## config.mk

```make
export PLATFORM = sky130hd
export DESIGN_NAME = div_seq
export DESIGN_NICKNAME = d
export VERILOG_FILES = /design/src/rtl/core_pkg.sv /design/src/rtl/div_seq.sv
export SDC_FILE = /design/constraint.sdc
export NUM_CORES = 1
export LEC_CHECK = 0
export ABC_AREA = 1
export ABC_CLOCK_PERIOD_IN_PS = 2220
export CAP_MARGIN = 15
export CORE_MARGIN = 8
export CORE_UTILIZATION = 44
export CTS_CLUSTER_DIAMETER = 50
export DETAILED_ROUTE_END_ITERATION = 10
export PLACE_DENSITY_LB_ADDON = 0.12
export SYNTH_ARGS = -nofsm -noshare
export SYNTH_HDL_FRONTEND = slang
export SYNTH_SLANG_ARGS = --single-unit
```

## constraint.sdc

```tcl
create_clock -name clk -period 2.22 [get_ports clk]
set_clock_uncertainty 0.15 [all_clocks]
set_input_delay 0.444 -clock clk [delete_from_list [all_inputs] [get_ports clk]]
set_output_delay 0.444 -clock clk [all_outputs]
set_load 0.05 [all_outputs]
```

## src/rtl/core_pkg.sv

```systemverilog
// Shared core types: adder ops, divider ops and divider FSM states.
package core_pkg;

  localparam int XLEN      = 32;
  localparam int DIV_ITERS = XLEN;

  typedef enum logic [1:0] {
    ADDER_ADD,
    ADDER_SUB,
    ADDER_LTU
  } adderOp_t;

  typedef enum logic [1:0] {
    DIV_S,
    DIV_U,
    REM_S,
    REM_U
  } divOp_t;

  typedef enum logic [2:0] {
    IDLE,
    NEG_A,
    NEG_B,
    ITER,
    FIX,
    DONE
  } divState_t;

  function automatic logic div_signed(divOp_t op);
    return (op == DIV_S) || (op == REM_S);
  endfunction

  function automatic logic div_rem(divOp_t op);
    return (op == REM_S) || (op == REM_U);
  endfunction

endpackage

```

## src/rtl/div_seq.sv

```systemverilog
// Iterative RV32M divider driving the core's shared adder.
// DIV_ZERO_FAST_EN: divide-by-zero skips straight to DONE.
module div_seq
  import core_pkg::*;
#(
  parameter int WIDTH = 32
) (
  input  logic             clk,
  input  logic             rst_n,
  input  logic             in_valid,
  output logic             in_ready,
  input  divOp_t           in_op,
  input  logic [WIDTH-1:0] in_a,
  input  logic [WIDTH-1:0] in_b,
  output logic             out_valid,
  input  logic             out_ready,
  output logic [WIDTH-1:0] out_data,
  output adderOp_t         add_op,
  output logic [WIDTH-1:0] add_a,
  output logic [WIDTH-1:0] add_b,
  input  logic [WIDTH-1:0] add_out,
  input  logic             add_cout
);

  localparam int CW = $clog2(WIDTH);

  divState_t        state_q, state_d;
  divOp_t           op_q, op_d;
  logic [WIDTH-1:0] q_q, q_d;
  logic [WIDTH-1:0] r_q, r_d;
  logic [WIDTH-1:0] b_q, b_d;
  logic [WIDTH-1:0] out_q, out_d;
  logic [CW-1:0]    cnt_q, cnt_d;
  logic             na_q, na_d;
  logic             nb_q, nb_d;

  logic [WIDTH:0]   trial;
  logic             qbit;
  logic [WIDTH-1:0] res;
  logic             neg;

  assign in_ready  = (state_q == IDLE);
  assign out_valid = (state_q == DONE);
  assign out_data  = out_q;

  always_comb begin
    state_d = state_q;
    op_d    = op_q;
    q_d     = q_q;
    r_d     = r_q;
    b_d     = b_q;
    out_d   = out_q;
    cnt_d   = cnt_q;
    na_d    = na_q;
    nb_d    = nb_q;
    add_op  = ADDER_ADD;
    add_a   = '0;
    add_b   = '0;
    trial   = {r_q, q_q[WIDTH-1]};
    qbit    = 1'b0;
    res     = div_rem(op_q) ? r_q : q_q;
    neg     = 1'b0;
    unique case (state_q)
      IDLE: begin
        if (in_valid) begin
          op_d    = in_op;
          q_d     = in_a;
          b_d     = in_b;
          r_d     = '0;
          na_d    = div_signed(in_op) & in_a[WIDTH-1];
          nb_d    = div_signed(in_op) & in_b[WIDTH-1];
          state_d = NEG_A;
`ifdef DIV_ZERO_FAST_EN
          if (in_b == '0) begin
            out_d   = div_rem(in_op) ? in_a : '1;
            state_d = DONE;
          end
`endif
        end
      end
      NEG_A: begin
        if (na_q) begin
          add_op = ADDER_SUB;
          add_b  = q_q;
          q_d    = add_out;
        end
        state_d = NEG_B;
      end
      NEG_B: begin
        if (nb_q) begin
          add_op = ADDER_SUB;
          add_b  = b_q;
          b_d    = add_out;
        end
        cnt_d   = CW'(DIV_ITERS - 1);
        state_d = ITER;
      end
      ITER: begin
        add_op = ADDER_SUB;
        add_a  = trial[WIDTH-1:0];
        add_b  = b_q;
        // Top bit set means r' already exceeds any WIDTH-bit divisor.
        if (trial[WIDTH] || !add_cout) begin
          r_d  = add_out;
          qbit = 1'b1;
        end else begin
          r_d  = trial[WIDTH-1:0];
          qbit = 1'b0;
        end
        q_d = {q_q[WIDTH-2:0], qbit};
        if (cnt_q == '0) begin
          state_d = FIX;
        end else begin
          cnt_d = cnt_q - 1'b1;
        end
      end
      FIX: begin
        neg = div_rem(op_q) ? na_q
                            : ((na_q ^ nb_q) & (b_q != '0));
        if (neg) begin
          add_op = ADDER_SUB;
          add_b  = res;
          out_d  = add_out;
        end else begin
          out_d  = res;
        end
        state_d = DONE;
      end
      DONE: begin
        if (out_ready) begin
          state_d = IDLE;
        end
      end
      default: state_d = IDLE;
    endcase
  end

  always_ff @(posedge clk) begin
    if (!rst_n) begin
      state_q <= IDLE;
      op_q    <= DIV_S;
      q_q     <= '0;
      r_q     <= '0;
      b_q     <= '0;
      out_q   <= '0;
      cnt_q   <= '0;
      na_q    <= 1'b0;
      nb_q    <= 1'b0;
    end else begin
      state_q <= state_d;
      op_q    <= op_d;
      q_q     <= q_d;
      r_q     <= r_d;
      b_q     <= b_d;
      out_q   <= out_d;
      cnt_q   <= cnt_d;
      na_q    <= na_d;
      nb_q    <= nb_d;
    end
  end

endmodule
```

Word-level counts from Yosys, hierarchy flattened
Index checks and enable logic that the tools add are counted.
- equality and inequality tests: 14
- bitwise operators: 4
- multiplexer cells: 28
- reductions and logical operators: 18
- add/sub/neg operators: 1
- operators with widths (operator ; count):
    32-bit 2-to-1 mux ; 12
    32-bit case mux with 2 select lines ; 2
    32-bit case mux with 4 select lines ; 1
    32-bit case mux with 3 select lines ; 1
    32-bit nonzero test ; 1
    3-bit case mux with 6 select lines ; 1
    2-bit != test (second input constant) ; 5
    5-bit case mux with 2 select lines ; 1
    3-bit 2-to-1 mux ; 3
    3-bit AND reduction ; 3
    2-bit == test (second input constant) ; 3
    3-bit by 2-bit == test with 1-bit output (second input constant) ; 2
    3-bit == test (second input constant) ; 2
    2-bit AND reduction ; 3
    2-bit nonzero test ; 3
    5-bit logical NOT ; 1
    1-bit 2-to-1 mux ; 5
    5-bit 2-to-1 mux ; 1
    5-bit by 1-bit subtractor with 5-bit output (second input constant) ; 1
    1-bit case mux with 4 select lines ; 1
    1-bit bitwise AND ; 3
    3-bit by 1-bit == test with 1-bit output (second input constant) ; 1
    3-bit logical NOT ; 1
    1-bit logical OR ; 3
    5 further kinds ; 5
- input bits: 103
- bits in registers: 140

Logic depth before layout (Yosys ltp)
- depth after elaboration: 5
- depth in mapped cells: 12
- depth with buffers taken out: 11

Least setup slack after synthesis
Ideal clock, no wire load.
- path type: reg-to-output
- start: register op_q[1]
- end: output add_op[0]
- buffers on the path: 1
- slack: -0.430 ns
- cell stages (with the launch flop): 7
- arrival time: 2.056 ns
- cells stage by stage: dfxtp_1 -> inv_1 -> nand2_2 -> xor2_4 -> nand2_4 -> buf_6 -> o21ai_0
- word-level cells in the longest chain between the ends: 5
- elaborated cells on any way between the ends: 6
- ends and longest elaborated chain (what ; line ; text):
    from (decl) ; div_seq.sv:28 ; divOp_t op_q, op_d;
    from (signal assigned) ; div_seq.sv:151 ; op_q <= op_d;
    2-bit == test ; core_pkg.sv:34 ; return (op == REM_S) || (op == REM_U);
    1-bit logical OR (*) ; core_pkg.sv:34 ;
    1-bit 2-to-1 mux (*) ; div_seq.sv:118 ; neg = div_rem(op_q) ? na_q
    1-bit 2-to-1 mux (*) ; div_seq.sv:120 ; if (neg) begin
    1-bit case mux with 4 select lines (*) ; div_seq.sv:63 ; unique case (state_q)
    to (decl) ; div_seq.sv:18 ; output adderOp_t add_op,
Every way passes the cells marked *; elsewhere a longest branch is shown, timed or not.

Final worst setup path
- start: register state_q[2]
- end: output add_b[23]
- word-level cells in the longest chain between the ends: 2
- elaborated cells on any way between the ends: 5
- ends and longest elaborated chain (what ; line ; text):
    from (decl) ; div_seq.sv:27 ; divState_t state_q, state_d;
    from (signal assigned) ; div_seq.sv:150 ; state_q <= state_d;
    3-bit == test, or another cell as far along ; div_seq.sv:63 ;
    32-bit case mux with 4 select lines (*) ; div_seq.sv:63 ;
    to (decl) ; div_seq.sv:20 ; output logic [WIDTH-1:0] add_b,
Marks and branches as above.

==> impl_metrics.json <==
{
  "ys.flop_type": "dfxtp_1",
  "hpwl_um": 20690,
  "grt_use_total_pct": 27.89,
  "clock-root-buffer": "clkbuf_16",
  "place_ws_ps": -334.3,
  "postSynthAreaPerCell_um2": 6.285,
  "netlist_instances": 1294,
  "rows": 49,
  "drv_cap": 0,
  "required_ps": 1630,
  "hp-class": "primary input to flip-flop",
  "cts.clk_slew.worst_paths_ps": 60,
  "syn_nets": 1399,
  "power_density_nw_per_um2": 1035,
  "numPortBuffers": 201,
  "antenna_found_initial": 2,
  "grt_max_degree": 42,
  "io_pins": 203,
  "drive_above_1_share_pct": 24.40,
  "combinationalPowerShare_pct": 49.2,
  "grt_pass1_wl_um": 51950,
  "cts_made_buffers": 17,
  "ys_seq_area_share_pct": 34.22,
  "netlist_area_um2": 8133,
  "yosysTopAreaCellShare_pct": 34.22,
  "cts_sinks": 139,
  "ff2ff_setup_slack_ps": 80,
  "core-area_um2": 18020,
  "final_cell_mix": "nand2_1, inv_1, dfxtp_1",
  "max_clock_freq_ghz": 0.3842,
  "tightest_slew_ps": 607.1,
  "wl_per_cell_um": 20.23,
  "grt.overflow.total": 0,
  "drt-total-wl_um": 35850,
  "cts_tree": "yes",
  "rsz0062_at_grt": "true",
  "synth_top_cell_by_area": "dfxtp_1",
  "synth-edff-count": 0,
  "antenna_left": 0,
  "final_common_cell": "nand2_1",
  "layout_setup_ws_ps": -382.8,
  "synth.area.top_cells": "dfxtp_1, nand2_1, inv_1",
  "swShare_pct": 42.82,
  "finalCriticalPeriod_ps": 2603,
  "die_y_um": 152.0,
  "rr_worst_depth": 14,
  "setup_viol": 60,
  "crit_arrival_ps": 2010,
  "p_clk_share_pct": 24.0,
  "vias_per_cell": 5.659,
  "start_kind": "flip-flop",
  "final_max_slew_viol_count": 0,
  "gp_congestion": 0.9323,
  "grt_pass1_vias": 9258,
  "tns_ps": -15960,
  "synth_seq_cells": 139,
  "finalHoldViolCount": 0,
  "vias": 10028,
  "drt-initial-drc-count": 1180,
  "critPathCaptureType": "output port",
  "vdd_ir_drop_max_uv": 760.7,
  "violations": "setup timing",
  "clock_latency_ps": 430,
  "die_w_um": 152.0,
  "fin_crit_sh_pct": 117.2,
  "async_flop_share_pct": 0,
  "die-area_um2": 23090,
  "start_util_pct": 45.12,
  "hold_depth": 3,
  "maxSlewHeadroom_pct": 59.10,
  "p_leak_nw": 5.901,
  "drc": 0,
  "synth.distinct_cells": 33,
  "clockBufferDepth": 2,
  "worst-setup-path-type": "flip-flop to output port",
  "switchingPower_mw": 5.983,
  "internal_power_mw": 7.988,
  "status": "finished, violations left",
  "seqPwrFrac_pct": 26.8,
  "cp_max_fo": 17,
  "yosysWarnings": 0,
  "firstDrtPassIters": 6,
  "fin_nets": 1635,
  "htree_levels": 4,
  "area_delta_synth_final_pct": 66.03
}
[per-stage QoR]
| step | utilization [%] | hold slack (ps) | total power [mW] | cell area (um^2) | instances |
|---|---|---|---|---|---|
| 2_1_floorplan | - | 293.5 | 7.507 | 8133 | 1294 |
| 3_3_place_gp | 61.84 | 302.6 | 9.377 | 11150 | 1691 |
| 3_5_place_dp | 61.84 | 311.5 | 9.471 | 11150 | 1691 |
| 4_1_cts | 70.93 | 224.1 | 13.25 | 12780 | 1747 |
| 5_1_grt | 74.91 | 250.6 | 14.65 | 13500 | 1772 |
| 6_report | 74.91 | 241.0 | 13.97 | 13500 | 1772 |
[routing by layer]
layer | GRT usage (%) | vias up | share of wire [%]
met5 | 0 | - | 0
met4 | 11.79 | 0 | 4.1
met3 | 6.294 | 109 | 9.9
met2 | 45.34 | 601 | 47
met1 | 34.82 | 4652 | 39
li1 | - | 4666 | -
[area by class of cell]
| type | instances | area (um^2) |
|---|---|---|
| antenna | 2 | 5.005 |
| multi-input combinational | 898 | 5092 |
| inverter | 166 | 635.6 |
| clock inverter | 12 | 246.5 |
| fill | 1390 | 4522 |
| clock buffer | 18 | 429.2 |
| tap | 229 | 286.5 |
| sequential | 139 | 2795 |
| timing repair buffer | 308 | 4013 |
[power by group through the flow]
stage / clock (mW) / combinational (mW) / sequential, mW
after floorplan: 0 / 3.35 / 4.16
after global placement: 0 / 5.66 / 3.71
after detailed placement: 0 / 5.74 / 3.74
after CTS: 3.35 / 6.20 / 3.71
after global routing: 3.46 / 7.36 / 3.83
final: 3.36 / 6.87 / 3.75
[logic make-up (layout without fill, tap and decap cells)]
family	count (synthesis)	count (layout)	share of synthesized area [%]
XOR/XNOR	2	2	0.4462
AND/OR/NAND/NOR	570	571	29.15
other	1	3	0.04611
AO/OA/AOI/OAI	322	322	21.91
adder cells (fa/ha/maj)	2	2	0.3076
buffers and inverters	258	504	13.92
flip-flops	139	139	34.22
[path summary, 6_finish.rpt]
kind / startpoint / to
setup reg to reg: state_q[2] / q_q[15]
hold reg to reg: b_q[7] / b_q[7]
setup / recovery: state_q[2] / add_b[23]
hold / removal: rst_n / q_q[7]
[synthesized netlist by cell type (all sizes together), types with 2 or more instances]
master  number
nand2      337
inv        166
dfxtp      139
nor2       125
o21ai      123
a21oi      115
nand3      106
buf         64
o211ai      32
clkbuf      28
o22ai       27
a31oi       21
a22oi        2
ha           2
xor2         2
[worst max-delay path, stage by stage, from the launching register on]
cell     delay (ps)
dfxtp_2         330
buf_6           120
nor2_4          160
nand2_4          70
nor2_4          120
nor2_4           40
inv_2           140
buf_12          190
nand2_1         140
nand3_4         120
buf_12          130
[state kept, by name (all words and copies together) (netlist names)]
| register | count |
|---|---|
| b_q | 32 |
| cnt_q | 5 |
| na_q | 1 |
| nb_q | 1 |
| op_q | 1 |
| out_data | 32 |
| q_q | 32 |
| r_q | 32 |
| state_q | 3 |
[repair_timing]
action / CTS / global route
buffers inserted: 18 / 19
gates cloned: 8 / 7
resized for setup: 159 / 107
hold buffers: 0 / 0
setup endpoints to repair: 65 / 73
pin swaps: 9 / 23
(Power assumes the default switching activity.)
